[src/rtl/conv_ctrl_pkg.sv]
// Shared types and default geometry for the convolution sequencing controller.
package conv_ctrl_pkg;

  localparam int CC_N       = 64;
  localparam int CC_M       = 33;
  localparam int CC_RD_LAT  = 1;
  localparam int CC_NOUT    = CC_N - CC_M + 1;
  localparam int CC_OUT_LAT = CC_M + CC_RD_LAT + 1;

  typedef enum logic [1:0] {
    ST_LOAD    = 2'd0,
    ST_COMPUTE = 2'd1,
    ST_DRAIN   = 2'd2,
    ST_OUTPUT  = 2'd3
  } ctrl_state_e;

endpackage

[src/rtl/conv_ctrl_delay.sv]
// Fixed-depth shift register that aligns issue flags with operands leaving the memories.
module conv_ctrl_delay #(
  parameter int DEPTH = 1,
  parameter int WIDTH = 2
) (
  input  logic             clk,
  input  logic             reset,
  input  logic [WIDTH-1:0] din,
  output logic [WIDTH-1:0] dout
);

  logic [WIDTH-1:0] stage_r [DEPTH];

  // Shift the flags one stage per cycle; reset flushes every stage.
  always_ff @(posedge clk or posedge reset) begin
    if (reset) begin
      for (int i = 0; i < DEPTH; i++) begin
        stage_r[i] <= '0;
      end
    end else begin
      stage_r[0] <= din;
      for (int i = 1; i < DEPTH; i++) begin
        stage_r[i] <= stage_r[i-1];
      end
    end
  end

  assign dout = stage_r[DEPTH-1];

endmodule

[src/rtl/conv_ctrl_64_33.sv]
// Sequencing controller for a 64-input, 33-tap convolution datapath: loads x,
// walks k/m through every output's MAC sequence and hands each y downstream.
module conv_ctrl_64_33
  import conv_ctrl_pkg::*;
#(
  parameter int N      = CC_N,
  parameter int M      = CC_M,
  parameter int RD_LAT = CC_RD_LAT,
  parameter int AW     = $clog2(N)
) (
  input  logic          clk,
  input  logic          reset,
  input  logic          s_valid_x,
  output logic          s_ready_x,
  output logic          m_valid_y,
  input  logic          m_ready_y,
  output logic          wr_en_x,
  output logic [AW-1:0] addr_x,
  output logic [AW-1:0] addr_f,
  output logic          clear_acc,
  output logic          en_acc,
  output logic          ld_y
);

  ctrl_state_e   state_r, state_s;
  logic [AW-1:0] load_cnt_r, load_cnt_s;
  logic [AW-1:0] k_r, k_s;
  logic [AW-1:0] m_r, m_s;
  logic [AW-1:0] addr_x_hold_r, addr_f_hold_r;
  logic          issue_s, first_s;
  logic [1:0]    pipe_out_s;

  // State, counters and address hold registers.
  always_ff @(posedge clk or posedge reset) begin
    if (reset) begin
      state_r       <= ST_LOAD;
      load_cnt_r    <= '0;
      k_r           <= '0;
      m_r           <= '0;
      addr_x_hold_r <= '0;
      addr_f_hold_r <= '0;
    end else begin
      state_r       <= state_s;
      load_cnt_r    <= load_cnt_s;
      k_r           <= k_s;
      m_r           <= m_s;
      addr_x_hold_r <= addr_x;
      addr_f_hold_r <= addr_f;
    end
  end

  // Next-state, counter updates and per-cycle control decode.
  always_comb begin
    state_s    = state_r;
    load_cnt_s = load_cnt_r;
    k_s        = k_r;
    m_s        = m_r;
    issue_s    = 1'b0;
    first_s    = 1'b0;
    wr_en_x    = 1'b0;
    ld_y       = 1'b0;
    addr_x     = addr_x_hold_r;
    addr_f     = addr_f_hold_r;
    case (state_r)
      ST_LOAD: begin
        addr_x  = load_cnt_r;
        wr_en_x = s_valid_x;
        if (s_valid_x) begin
          if (load_cnt_r == AW'(N - 1)) begin
            state_s    = ST_COMPUTE;
            load_cnt_s = '0;
            k_s        = '0;
            m_s        = '0;
          end else begin
            load_cnt_s = load_cnt_r + AW'(1);
          end
        end else begin
          load_cnt_s = load_cnt_r;
        end
      end
      ST_COMPUTE: begin
        issue_s = 1'b1;
        first_s = (m_r == '0);
        addr_x  = k_r + m_r;
        addr_f  = m_r;
        if (m_r == AW'(M - 1)) begin
          state_s = ST_DRAIN;
          m_s     = '0;
        end else begin
          m_s = m_r + AW'(1);
        end
      end
      ST_DRAIN: begin
        // m doubles as the drain counter; the last tap's update lands this cycle.
        if (m_r == AW'(RD_LAT - 1)) begin
          ld_y    = 1'b1;
          state_s = ST_OUTPUT;
          m_s     = '0;
        end else begin
          m_s = m_r + AW'(1);
        end
      end
      ST_OUTPUT: begin
        if (m_ready_y) begin
          if (k_r == AW'(N - M)) begin
            state_s = ST_LOAD;
            k_s     = '0;
          end else begin
            state_s = ST_COMPUTE;
            k_s     = k_r + AW'(1);
          end
        end else begin
          state_s = ST_OUTPUT;
        end
      end
      default: begin
        state_s = ST_LOAD;
      end
    endcase
  end

  assign s_ready_x = (state_r == ST_LOAD);
  assign m_valid_y = (state_r == ST_OUTPUT);

  conv_ctrl_delay #(
    .DEPTH (RD_LAT),
    .WIDTH (2)
  ) u_delay (
    .clk   (clk),
    .reset (reset),
    .din   ({issue_s, first_s}),
    .dout  (pipe_out_s)
  );

  assign en_acc    = pipe_out_s[1];
  assign clear_acc = pipe_out_s[1] & pipe_out_s[0];

endmodule

[config.mk]
export PLATFORM = sky130hd
export DESIGN_NAME = conv_ctrl_64_33
export DESIGN_NICKNAME = d
export VERILOG_FILES = /design/src/rtl/conv_ctrl_pkg.sv /design/src/rtl/conv_ctrl_delay.sv /design/src/rtl/conv_ctrl_64_33.sv
export SDC_FILE = /design/constraint.sdc
export NUM_CORES = 1
export LEC_CHECK = 0
export BUFFER_PORTS_ARGS = -buffer_cell sky130_fd_sc_hd__buf_2
export CAP_MARGIN = 40
export CORE_MARGIN = 2
export CORE_UTILIZATION = 40
export CTS_CLUSTER_DIAMETER = 30
export DETAILED_ROUTE_END_ITERATION = 6
export GPL_TIMING_DRIVEN = 0
export PLACE_DENSITY = 0.7
export SYNTH_ARGS = -nofsm -noshare
export SYNTH_HDL_FRONTEND = slang
export SYNTH_HIERARCHICAL = 1
export SYNTH_SLANG_ARGS = --single-unit
[constraint.sdc]
create_clock -name clk -period 2.3 [get_ports clk]
set_clock_uncertainty 0.1 [all_clocks]
set_input_delay 0.345 -clock clk [delete_from_list [all_inputs] [get_ports clk]]
set_output_delay 0.345 -clock clk [all_outputs]
set_load 0.05 [all_outputs]
======== Yosys cells after proc, flatten, opt, wreduce, memory -nomap -nowiden ========
Index checks and enable logic that the tools add are counted.
word-level totals
  register bits ........................... 34
  bits of input ports ..................... 4
  output and inout port bits .............. 18
  logic and storage cells ................. 54
cells by class
  add/subtract/negate cells ............... 4
  equality and inequality tests ........... 11
  mux-type cells .......................... 23
  bitwise logic cells ..................... 1
  reductions and logical operators ........ 8
operator list
  cell                   count
  $mux W6                8
  $pmux W6 S2            2
  $add A6 B1 Y6 const B  3
  $pmux W6 S3            1
  $eq A6 B6 Y1 const B   2
  $mux W2                5
  $pmux W2 S4            1
  $reduce_and A4 Y1      2
  $add A6 B6 Y6          1
  $eq A6 B5 Y1 const B   1
  $logic_not A6 Y1       1
  $mux W1                6
  $ne A2 B2 Y1 const B   3
  $eq A2 B2 Y1 const B   2
  $ne A2 B1 Y1 const B   2
  $reduce_and A3 Y1      1
  $reduce_bool A3 Y1     1
  $eq A2 B1 Y1 const B   1
  $logic_not A2 Y1       1
  $reduce_and A2 Y1      1
  $reduce_bool A2 Y1     1
  $and A1 B1 Y1          1

======== Longest topological paths before layout ========
  depth in word-level cells ............... 4
  gate-level depth with buffers ........... 7
  mapped depth without buffers ............ 7

======== By module ========
Netlist, hierarchy kept.
modules (own cells, without submodules)
  module           instances  cells each  area an instance (sq um)  seq. area each (sq um)
  conv_ctrl_64_33  1          198         1935.6                    800.8
  conv_ctrl_delay  1          3           53.8                      50.0

======== Worst setup path after synthesis ========
Ideal clock, no wire load.
  kind .................................... register to output
  from .................................... register m_r[0]
  to ...................................... output addr_x[4]
  arrival time ............................ 2.584 ns
  required time ........................... 1.855 ns
  slack ................................... -0.729 ns
  cell stages (with the launch flop) ...... 8
  path buffers ............................ 0
  cell sequence ........................... dfrtp_1 ha_1 inv_1 fa_1 nor2b_1 o21a_1 nor3_1 o31ai_1
on the way
  cells in the longest elaborated chain, start to end .. 2
RTL lines
  item                      line                   text
  start: declaration        conv_ctrl_64_33.sv:28  logic [AW-1:0] m_r, m_s;
  start signal: assignment  conv_ctrl_64_33.sv:46  m_r <= m_s;
  $add A6 B6 Y6             conv_ctrl_64_33.sv:84  addr_x = k_r + m_r;
  $pmux W6 S2               conv_ctrl_64_33.sv:64  case (state_r)
  end: declaration          conv_ctrl_64_33.sv:18  output logic [AW-1:0] addr_x,
No other way between the ends.

======== Worst setup path after layout ========
  from .................................... register k_r[2]
  to ...................................... output addr_x[4]
on the way
  cells in the longest elaborated chain, start to end .. 2
RTL lines
  item                      line                   text
  start: declaration        conv_ctrl_64_33.sv:27  logic [AW-1:0] k_r, k_s;
  start signal: assignment  conv_ctrl_64_33.sv:45  k_r <= k_s;
  $add A6 B6 Y6             conv_ctrl_64_33.sv:84
  $pmux W6 S2               conv_ctrl_64_33.sv:64
No other way between the ends.

==> results.sh <==
export IMPL_synth_sequential_area_ratio=0.428
export IMPL_crit_path_top_delay_cell="sky130_fd_sc_hd__dfrtp_2"
export IMPL_die_height_um=74.5
export IMPL_globalRouteTotalUtil=0.180
export IMPL_yosys_register_bits=34
export IMPL_total_cts_buffers=5
export IMPL_critical_path_startpoint_type="flop"
export IMPL_area_occupied_by_multi_input_gates_um2=1220
export IMPL_drt_total_wl_mm=4.86
export IMPL_antenna_cell_count=0
export IMPL_finalSetupViolations=5
export IMPL_worst_setup_path_end_kind="primary output"
export IMPL_critical_path_top_delay_family="compound AO/OA/AOI/OAI gates"
export IMPL_dp_hpwl_mm=3.20
export IMPL_viasPerCell=5.54
export IMPL_synth_simple_gate_area_share=0.166
export IMPL_dr_wl_met3_um=194
export IMPL_cap_violations=0
export IMPL_hold_viol_final=0
export IMPL_cts_num_sinks=34
export IMPL_drv_slew=0
export IMPL_largest_family_of_logic_cells_by_synthesized_area="compound AO/OA/AOI/OAI gates"
export IMPL_root_buffer="sky130_fd_sc_hd__clkbuf_8"
export IMPL_fin_nets=264
export IMPL_cpPeakStageDelay_ns=0.48
export IMPL_grt_overflow_total=0
export IMPL_timing_critical_path_buf_inv=1
export IMPL_postRouteAntennaNets=0
export IMPL_avgSynthCellArea_um2=9.90
export IMPL_power_mw=3.35
export IMPL_critical_path_arrival_ns=2.03
export IMPL_initial_core_util=0.418
export IMPL_setup_worst_path_class="flop to primary output"
export IMPL_worstHoldPathType="input port to asynchronous set/reset pin"
export IMPL_yosys_mux_area_fraction=0.0396
export IMPL_cp_data_required_time_ns=1.86
export IMPL_critical_path_peak_fanout=8
export IMPL_globalplace_congestion=0.865
export IMPL_tritoncts_clock_tree="built"
export IMPL_timing_slew_headroom=0.604
export IMPL_area_growth_pct=36.2
export IMPL_drt_pre_antenna_iters=4
export IMPL_std_cell_rows=25
export IMPL_synth_warnings=6
export IMPL_grt_pass1_vias=1570
export IMPL_pre_cts_slack_ns=-0.295
export IMPL_post_syn_instances=201
export IMPL_avgRoutedWirePerCell_um=15.5
export IMPL_setup_tns_ns=-0.499
export IMPL_timing_final_crit_share=1.07
export IMPL_synth_compound_area_frac=0.217
export IMPL_outcome="finished with violations"
export IMPL_ir_drop_mv=0.527
export IMPL_wl_met2_mm=2.28
export IMPL_nFillCells=418
export IMPL_peak_clock_frequency_supported_by_timing_mhz=405
export IMPL_power_static_leakage_nw=1.20
export IMPL_critical_path_most_common_cell="sky130_fd_sc_hd__o21a_1"
export IMPL_dr_max_layer_used="met4"
export IMPL_seqCellArea_um2=862
export IMPL_clk_transition_reported_paths_ns=0.07
export IMPL_period_needed_ns=2.47
export IMPL_grt_max_degree=21
export IMPL_synth_area_in_adders=0.0918
export IMPL_total_power_per_unit_cell_area_nw_per_um2=1240
export IMPL_synth_main_ff_cell="sky130_fd_sc_hd__dfrtp_1"
export IMPL_final_core_util=0.570
export IMPL_drtIter0Drc=123
export IMPL_drc=0
export IMPL_post_synthesis_net_count=219
export IMPL_clkLatencyLatePin_ns=0.29
export IMPL_place_port_buffers=21
export IMPL_drive_above_1_share=0.377
export IMPL_ioPinCount=22
export IMPL_clock_path_buffers=2
export IMPL_rsz_0062_raised_after_global_routing="true"
export IMPL_die_x_um=74.5
export IMPL_synth_xor_area_share=0.0176
export IMPL_vias=1739
export IMPL_die_outline_area_um2=5550
export IMPL_htree_num_levels=2
export IMPL_antenna_violations_before_repair=0
export IMPL_synth_cell_area_um2=1990
export IMPL_worst_slew_pin_transition_ns=0.593
export IMPL_post_route_worst_setup_slack_ns=-0.172
export IMPL_synth_async_reset_ratio=1.00
export IMPL_floorplan_core_area_um2=4750
export IMPL_synthDistinctLibCells=51
export IMPL_grt_pass1_wl_mm=7.53
export IMPL_synth_enable_flop_cells=0
export IMPL_critical_path_cell_chain="ha_4, nor2b_2, o21a_1, o21a_1, o31ai_4, buf_6"
export IMPL_failed_checks="setup timing"
export IMPL_routedLengthMet1_mm=2.28
final cells by class:
cell class / count / share of cell area
tap: 67 / 0.0309
buffer: 2 / 0.0166
inverter: 17 / 0.0249
sequential: 34 / 0.318
clock buffer: 7 / 0.0282
multi-input combinational: 146 / 0.451
clock inverter: 1 / 0.0111
timing repair buffer: 40 / 0.120
cells by family after synthesis:
kind of cell / Yosys count
compound gates: 57
xor+xnor: 4
fa+ha+maj: 14
buf+inv: 21
flops: 34
mux: 7
simple gates: 64
synth_stat cells, drive strengths merged, types with 3 or more instances:
library cell	number	area (um^2)
a211oi	3	22.5
nand2b	3	18.8
o2bb2ai	3	26.3
inv	17	63.8
dfrtp	34	851
nand2	20	75.1
a22oi	4	30.0
nor2	11	41.3
o21ai	14	70.1
nor3	5	30.0
xor2	3	26.3
ha	13	163
nand3	8	45.0
clkbuf	3	11.3
o31ai	5	51.3
mux2	7	78.8
o22ai	3	18.8
a22o	3	26.3
nand4	6	43.8
and3	3	18.8
worst reg2reg max path: cells and delay by family (launching register included):
family	cells	cell delay [ns]
compound gates	3	0.59
fa+ha+maj	1	0.14
buf+inv	3	0.34
flops	1	0.43
simple gates	1	0.49
cell usage in the layout, fill, tap and decap left out, drive strengths merged, types with 2 or more instances in the layout:
cell and count:
nor2 11, buf 40, dfrtp 34, o31ai 5, o211ai 2, nand3 8
o21a 2, nor3 5, a22oi 4, xor2 3, a31oi 2, o2bb2ai 3
nand2b 3, and3 3, inv 16, ha 13, clkbuf 8, o22ai 3
nor2b 2, a211oi 3, a32oi 2, nand2 20, o311ai 2, a21boi 2
mux2 7, o21ai 14, nand4 6, a22o 3
path summary, 6_finish.rpt:
path                                                 start                    endpoint  slack [ns]  cells past startpoint
worst max-delay path                    k_r[2]$_DFFE_PP0P_                   addr_x[4]       -0.17                      6
worst min-delay path                                 reset   u_delay/dout[1]$_DFF_PP0_        0.34                      3
worst max register to register          m_r[0]$_DFFE_PP0P_          m_r[5]$_DFFE_PP0P_        0.09                      8
worst min register to register  addr_x_hold_r[0]$_DFF_PP0_  addr_x_hold_r[0]$_DFF_PP0_        0.39                      2
max in group asynchronous                            reset          m_r[0]$_DFFE_PP0P_        1.02                      4
min in group clk                addr_x_hold_r[0]$_DFF_PP0_  addr_x_hold_r[0]$_DFF_PP0_        0.39                      2
state kept, by name, summed over array words and instances (netlist names):
register / cells
addr_f_hold_r: 6
addr_x_hold_r: 6
k_r: 6
load_cnt_r: 6
m_r: 6
state_r: 2
u_delay/dout: 2
repair_timing:
item	in CTS	in global routing
setup buffers	9	8
gates resized for setup	39	16
endpoints found under the setup margin	13	14
hold endpoints to repair	2	0
pin swaps	11	11
hold buffers	1	0
power breakdown:
group	switching (mW)	total, mW	internal, mW	leakage (nW)
logic	1.14	1.94	0.798	0.706
clock network	0.228	0.552	0.324	0.0524
registers	0.134	0.862	0.728	0.445
total	1.50	3.35	1.85	1.20
routing by layer:
layer  vias to the layer above  track usage
met2                        38        0.283
met3                        12       0.0434
li1                        838            -
met5                         -            0
met4                         0       0.0655
met1                       851        0.244
metrics by stage:
stage	hold WS [ns]	cells	cell area (um^2)
after global routing	0.360	314	2710
final	0.344	314	2710
after detailed placement	0.106	290	2270
after global placement	0.105	289	2250
after CTS	0.337	307	2600
after floorplan	-0.0138	201	2060
Note: power is estimated with default switching activity, not from simulation.
